**config.mk**
```make
export PLATFORM = sky130hd
export DESIGN_NAME = regfile_port_ctrl
export DESIGN_NICKNAME = d
export VERILOG_FILES = /design/src/rtl/regfile_port_ctrl.sv
export SDC_FILE = /design/constraint.sdc
export NUM_CORES = 1
export LEC_CHECK = 0
export ABC_AREA = 1
export CAP_MARGIN = 20
export CORE_MARGIN = 5
export CORE_UTILIZATION = 37
export CTS_CLUSTER_SIZE = 10
export DETAILED_ROUTE_END_ITERATION = 10
export GPL_TIMING_DRIVEN = 0
export PLACE_DENSITY = 0.95
export SLEW_MARGIN = 20
export SYNTH_ARGS = -nofsm -noshare
export SYNTH_HDL_FRONTEND = slang
export SYNTH_SLANG_ARGS = --single-unit
```
**constraint.sdc**
```tcl
create_clock -name clk -period 3.31 [get_ports clk]
set_input_delay 0.662 -clock clk [delete_from_list [all_inputs] [get_ports clk]]
set_output_delay 0.662 -clock clk [all_outputs]
set_load 0.01 [all_outputs]
```
**src/rtl/regfile_port_ctrl.sv**
```systemverilog
// Write-port sequencer/arbiter for the BitCell register file: post-reset clear sweep,
// then wb/dbg arbitration with debug anti-starvation, word-line decode and bypass flags.
module regfile_port_ctrl #(
  parameter int unsigned NUM_REGS     = 16,
  parameter int unsigned ADDR_W       = 4,
  parameter int unsigned DATA_W       = 16,
  parameter int unsigned STARVE_LIMIT = 4
) (
  input  logic                clk,
  input  logic                rst,
  input  logic                wb_req,
  input  logic [ADDR_W-1:0]   wb_addr,
  input  logic [DATA_W-1:0]   wb_data,
  output logic                wb_gnt,
  input  logic                dbg_req,
  input  logic [ADDR_W-1:0]   dbg_addr,
  input  logic [DATA_W-1:0]   dbg_data,
  output logic                dbg_gnt,
  input  logic [ADDR_W-1:0]   rd_addr1,
  input  logic [ADDR_W-1:0]   rd_addr2,
  output logic [NUM_REGS-1:0] rf_write_en,
  output logic [DATA_W-1:0]   rf_write_data,
  output logic [NUM_REGS-1:0] rf_read_en1,
  output logic [NUM_REGS-1:0] rf_read_en2,
  output logic                bypass1,
  output logic                bypass2,
  output logic                busy
);

  localparam int unsigned         STARVE_W   = $clog2(STARVE_LIMIT + 1);
  localparam logic [NUM_REGS-1:0] WL_ONE     = NUM_REGS'(1);
  localparam logic [ADDR_W-1:0]   LAST_REG   = ADDR_W'(NUM_REGS - 1);
  localparam logic [STARVE_W-1:0] STARVE_MAX = STARVE_W'(STARVE_LIMIT);

  typedef enum logic {
    CLEAR = 1'b0,
    IDLE  = 1'b1
  } state_t;

  state_t              state_q, state_d;
  logic [ADDR_W-1:0]   clr_q, clr_d;
  logic [STARVE_W-1:0] starve_q, starve_d;

  logic [ADDR_W-1:0]   wr_addr;
  logic [DATA_W-1:0]   wr_data;
  logic                wr_any;

  // State register with synchronous active-low reset.
  always_ff @(posedge clk) begin
    if (!rst) begin
      state_q  <= CLEAR;
      clr_q    <= '0;
      starve_q <= '0;
    end else begin
      state_q  <= state_d;
      clr_q    <= clr_d;
      starve_q <= starve_d;
    end
  end

  // Next-state, arbitration and word-line decode.
  always_comb begin
    state_d       = state_q;
    clr_d         = clr_q;
    starve_d      = starve_q;
    busy          = 1'b0;
    wb_gnt        = 1'b0;
    dbg_gnt       = 1'b0;
    wr_addr       = '0;
    wr_data       = '0;
    wr_any        = 1'b0;
    rf_write_en   = '0;
    rf_write_data = '0;
    bypass1       = 1'b0;
    bypass2       = 1'b0;
    rf_read_en1   = WL_ONE << rd_addr1;
    rf_read_en2   = WL_ONE << rd_addr2;

    if (!rst || state_q == CLEAR) begin
      // Clear sweep writes zero into every row, R0 included; requests are ignored.
      busy        = 1'b1;
      rf_write_en = WL_ONE << clr_q;
      if (rst) begin
        clr_d = clr_q + ADDR_W'(1);
        if (clr_q == LAST_REG) begin
          state_d = IDLE;
        end
      end
    end else begin
      dbg_gnt = dbg_req & (~wb_req | (starve_q == STARVE_MAX));
      wb_gnt  = wb_req & ~dbg_gnt;
      wr_any  = wb_gnt | dbg_gnt;
      wr_addr = dbg_gnt ? dbg_addr : wb_addr;
      wr_data = dbg_gnt ? dbg_data : wb_data;

      if (wr_any) begin
        rf_write_data = wr_data;
        // R0 is hardwired zero: the grant stands but the word-line stays low.
        if (wr_addr != '0) begin
          rf_write_en = WL_ONE << wr_addr;
        end
        bypass1 = (wr_addr == rd_addr1) && (rd_addr1 != '0);
        bypass2 = (wr_addr == rd_addr2) && (rd_addr2 != '0);
      end

      if (!dbg_req || dbg_gnt) begin
        starve_d = '0;
      end else if (wb_req && (starve_q != STARVE_MAX)) begin
        starve_d = starve_q + STARVE_W'(1);
      end
    end
  end

endmodule

```
==> results.txt <==
The worst-case IR drop observed on VDD is 0.193 mV. STA classifies the critical path endpoint as an output pin. The count of cell types in the netlist is 29, and the number of global-route vias before repair is 2094. The die is 74.9 um wide.

The number of nets in the finished design is 473. Synthesis produced a netlist with a net count of 353. In this run the standard cell core region covers 4060 um^2.

The logs give 2 for the maximum clock insertion buffer count and 1 for the H-tree depth. The detail route stage leaves a number of antenna-violating nets equal to 0. The number of placed instances, taps included, is 458. After synthesis, the share of flip-flops with an asynchronous set or reset is 0%.

Entering global routing, the biggest net connects 11 pins. Of the cells placed in the final design, the portion with a size suffix greater than 1 is 8.52%. The global router's overall resource usage was 19.6%; the number of hold violations in the final report was 0.

The number of antenna violations at the first check in global routing was 0; the average via count per standard cell was 4.97. Along the worst hold path, the cell count comes to 2. For the final estimated routing congestion in global placement, the log shows 0.887.

The power per standard cell area works out to 160 nW/um^2. TritonCTS built the clock tree. The most repeated cell in the gate-level netlist after synthesis was sky130_fd_sc_hd__nand2_1.

The vertical die dimension was 74.9 um. The tools report the capture endpoint of the worst hold path as starve_q[2]. The tools report the number of violations of the max-capacitance limit as 0. Row generation in the floorplan step produced 23 rows. In this run, CTS created clock tree buffers numbering 3. The logs give 2.65 ns for the data required time of the critical path and 4.54% for the global routing usage on met3.

Summed over its instances, the top area cell type makes up 21.2% of the synthesized netlist area. The worst setup path is launched from an input port. On the final layout, the worst hold slack is 0.536 ns.

After detailed routing, the number of remaining DRC violations is 0. After clock tree synthesis, the clock-pin slew on the worst setup and hold paths is 0.04 ns. The worst setup path is of the in -> out kind.

Leakage component of the power: 1.29 nW. The most used flip-flop cell after synthesis is sky130_fd_sc_hd__dfxtp_1. The flow ran to the end, and the final reports show no timing, DRC or antenna violations. The critical path goes through clkdlybuf4s50_1 -> nor2_1 -> nand2_1 -> nor2_1 -> nor2_1 -> nand2_1 -> inv_1 -> nand3_1 -> nor2_1 -> clkdlybuf4s50_1. The number of slew-limit violations in the final report was 0. Summing over every cut layer, the via total after detailed routing is 2289. During synthesis, Yosys emitted a total of 0 warnings.

The detailed placement HPWL was 4.81 mm; the endpoint arrival time on the critical path was 2.43 ns. For this run, the slowest stage of the critical path takes 0.60 ns. For flop-to-flop paths, the worst setup slack is 1.88 ns. The first global-routing pass estimated 8.97 mm of wire. In this run the worst hold path is classified as reg -> reg.

The run gives 324 MHz as the highest clock rate. The cell type contributing the most total cell area after synthesis is sky130_fd_sc_hd__nand2_1. Ranked by total cell area, the synthesized netlist is headed by sky130_fd_sc_hd__nand2_1 (21%), sky130_fd_sc_hd__nand3_1 (15%), sky130_fd_sc_hd__nor2_1 (11%), sky130_fd_sc_hd__dfxtp_1 (10%), sky130_fd_sc_hd__inv_1 (6.5%). After synthesis the netlist holds a flip-flop and latch count of 8. Counting flops with a built-in enable in the synthesized netlist gives 0. Post-synthesis cell area: 1560 um^2. In this run the critical register-to-register path is launched from clr_q[2]. The depth of the most critical reg-to-reg path is 4. Counting I/O delays and the setup requirement, the final critical path takes 3.09 ns. CTS placed an instance of sky130_fd_sc_hd__clkbuf_8 at the clock tree root. Before antenna repair, the detailed router went through 4 iterations. The post-route clock period utilization came out at 93.4%. The effective utilization at floorplan is 38.5%. Across the routed clock network, the largest skew measured is 0.00387 ns. The share of the Yosys chip area taken by registers is 10.3%. The area of the die is 5620 um^2, and the final antenna diode count is 0.

By count the netlist is led by sky130_fd_sc_hd__nand2_1 (88), sky130_fd_sc_hd__nand3_1 (46), sky130_fd_sc_hd__nor2_1 (45). The global routing stage identified its most utilized layer as met2. The capture instance of the worst register-to-register path is clr_q[2].

Setup repair after global routing left no endpoint under its margin. Summed over all layers, the global routing overflow is 0. Count of input and output buffers: 115. For this design, the sink count on the clock tree is 8. The master of the slowest instance on the critical path was sky130_fd_sc_hd__clkdlybuf4s50_1. Setup violations remaining at the end of the flow were counted as 0. Pin placement for this block handled 121 I/O pins.

The number of design-rule violations left by the first detailed-router iteration is 98. After detailed routing, the average wire length per cell comes to 12.6 um. The finished layout holds 461 standard cells, fillers aside. Global routing used 21.7% of the available met1 tracks.

Cell seen most often among critical-path stages: sky130_fd_sc_hd__nor2_1. The logs give 74.7% for the worst-case headroom to the max-slew limit and 293 for the synthesized netlist cell count. For this run, global-route usage on met2 was measured as 38.0%. Clock latency on the worst-skew pair, taken at its later pin, is 0.23 ns.

Wires add up to 5.80 mm. The area added between synthesis and finish was 80.7%. For the pin with the worst max-slew slack, the measured transition is 0.379 ns. The worst min-delay path startpoint is starve_q[2]. The highest net fanout along the worst path was 6.

A synthesized cell averages 5.33 um^2.
timing repair:
action | CTS | global route
endpoints found under the setup margin | 3 | 10
hold buffers | 0 | 0
buffers inserted | 0 | 0
resized for setup | 2 | 1
per-stage QoR:
stage          setup slack (ns)  utilization (%)  cell area (um^2)  power (mW)   TNS, ns
2_1_floorplan              1.10                -              1560       0.220         0
3_3_place_gp            0.00940             68.4              2770       0.328         0
3_5_place_dp           -0.00808             68.4              2770       0.334  -0.00834
4_1_cts                  0.0267             69.4              2820       0.454         0
5_1_grt                  0.0434             69.5              2820       0.480         0
6_report                  0.219             69.5              2820       0.451         0
cells by family (layout without fill, tap and decap cells):
family,Yosys count,in the layout,synth area share [%]
simple gates,206,206,60.8
buf+inv,44,162,12.5
compound gates,25,25,8.90
fa+ha+maj,8,8,6.42
flops,8,8,10.3
xor+xnor,2,2,1.12
cell usage in the layout, fill, tap and decap left out, types with 2 or more instances in the layout:
cell type and instances:
sky130_fd_sc_hd__nor2_2 2, sky130_fd_sc_hd__nor2_4 5, sky130_fd_sc_hd__dfxtp_1 8, sky130_fd_sc_hd__o21ai_0 3, sky130_fd_sc_hd__nand3b_1 3, sky130_fd_sc_hd__nor2_1 44, sky130_fd_sc_hd__buf_6 2, sky130_fd_sc_hd__ha_1 8
sky130_fd_sc_hd__buf_2 9, sky130_fd_sc_hd__inv_2 2, sky130_fd_sc_hd__clkdlybuf4s50_1 113, sky130_fd_sc_hd__clkinv_1 2, sky130_fd_sc_hd__a21oi_1 19, sky130_fd_sc_hd__nand3_1 46, sky130_fd_sc_hd__clkbuf_8 3, sky130_fd_sc_hd__nor4_1 4
sky130_fd_sc_hd__nand2_4 4, sky130_fd_sc_hd__nand2_1 88, sky130_fd_sc_hd__inv_1 27, sky130_fd_sc_hd__nand2_2 5, sky130_fd_sc_hd__nor3_1 2
area by class of cell:
| cell class | count | area (um^2) |
|---|---|---|
| timing repair buffer | 115 | 1150 |
| multi-input combinational | 241 | 1210 |
| sequential | 8 | 160 |
| buffer | 13 | 78.8 |
| inverter | 31 | 116 |
| tap | 50 | 62.6 |
| fill | 375 | 1240 |
| clock buffer | 3 | 41.3 |
worst max-delay path, delay by kind of cell:
family | cells | cell delay [ns]
buffers and inverters | 3 | 1.20
and+or+nand+nor | 7 | 0.58
state kept, by name, summed over array words and instances, names as in the netlist:
signal / flops
starve_q: 3
clr_q: 4
state_q: 1
worst max path at each step:
stage | startpoint | to | slack (ns) | cells after the start
2_1_floorplan | dbg_req | bypass1 | 1.10 | 8
6_report | rd_addr2[1] | bypass2 | 0.22 | 10
3_5_place_dp | wb_req | rf_write_data[8] | -0.008 | 8
3_3_place_gp | wb_req | rf_write_data[8] | 0.009 | 8
5_1_grt | rd_addr1[0] | bypass1 | 0.04 | 10
4_1_cts | rst | rf_write_data[8] | 0.03 | 6
layer usage:
metal,vias up,wire [um]
met2,91,2960
li1,1169,-
met4,0,40
met1,1024,2190
met3,5,616
met5,-,0
where the power goes:
| part | internal, mW | leakage (nW) | total [mW] | switching [mW] |
|---|---|---|---|---|
| sequential | 0.100 | 0.0651 | 0.104 | 0.00336 |
| combinational | 0.115 | 1.20 | 0.229 | 0.114 |
| clock | 0.0789 | 0.0216 | 0.119 | 0.0397 |
| total | 0.294 | 1.29 | 0.451 | 0.157 |
(Power assumes the default switching activity.)
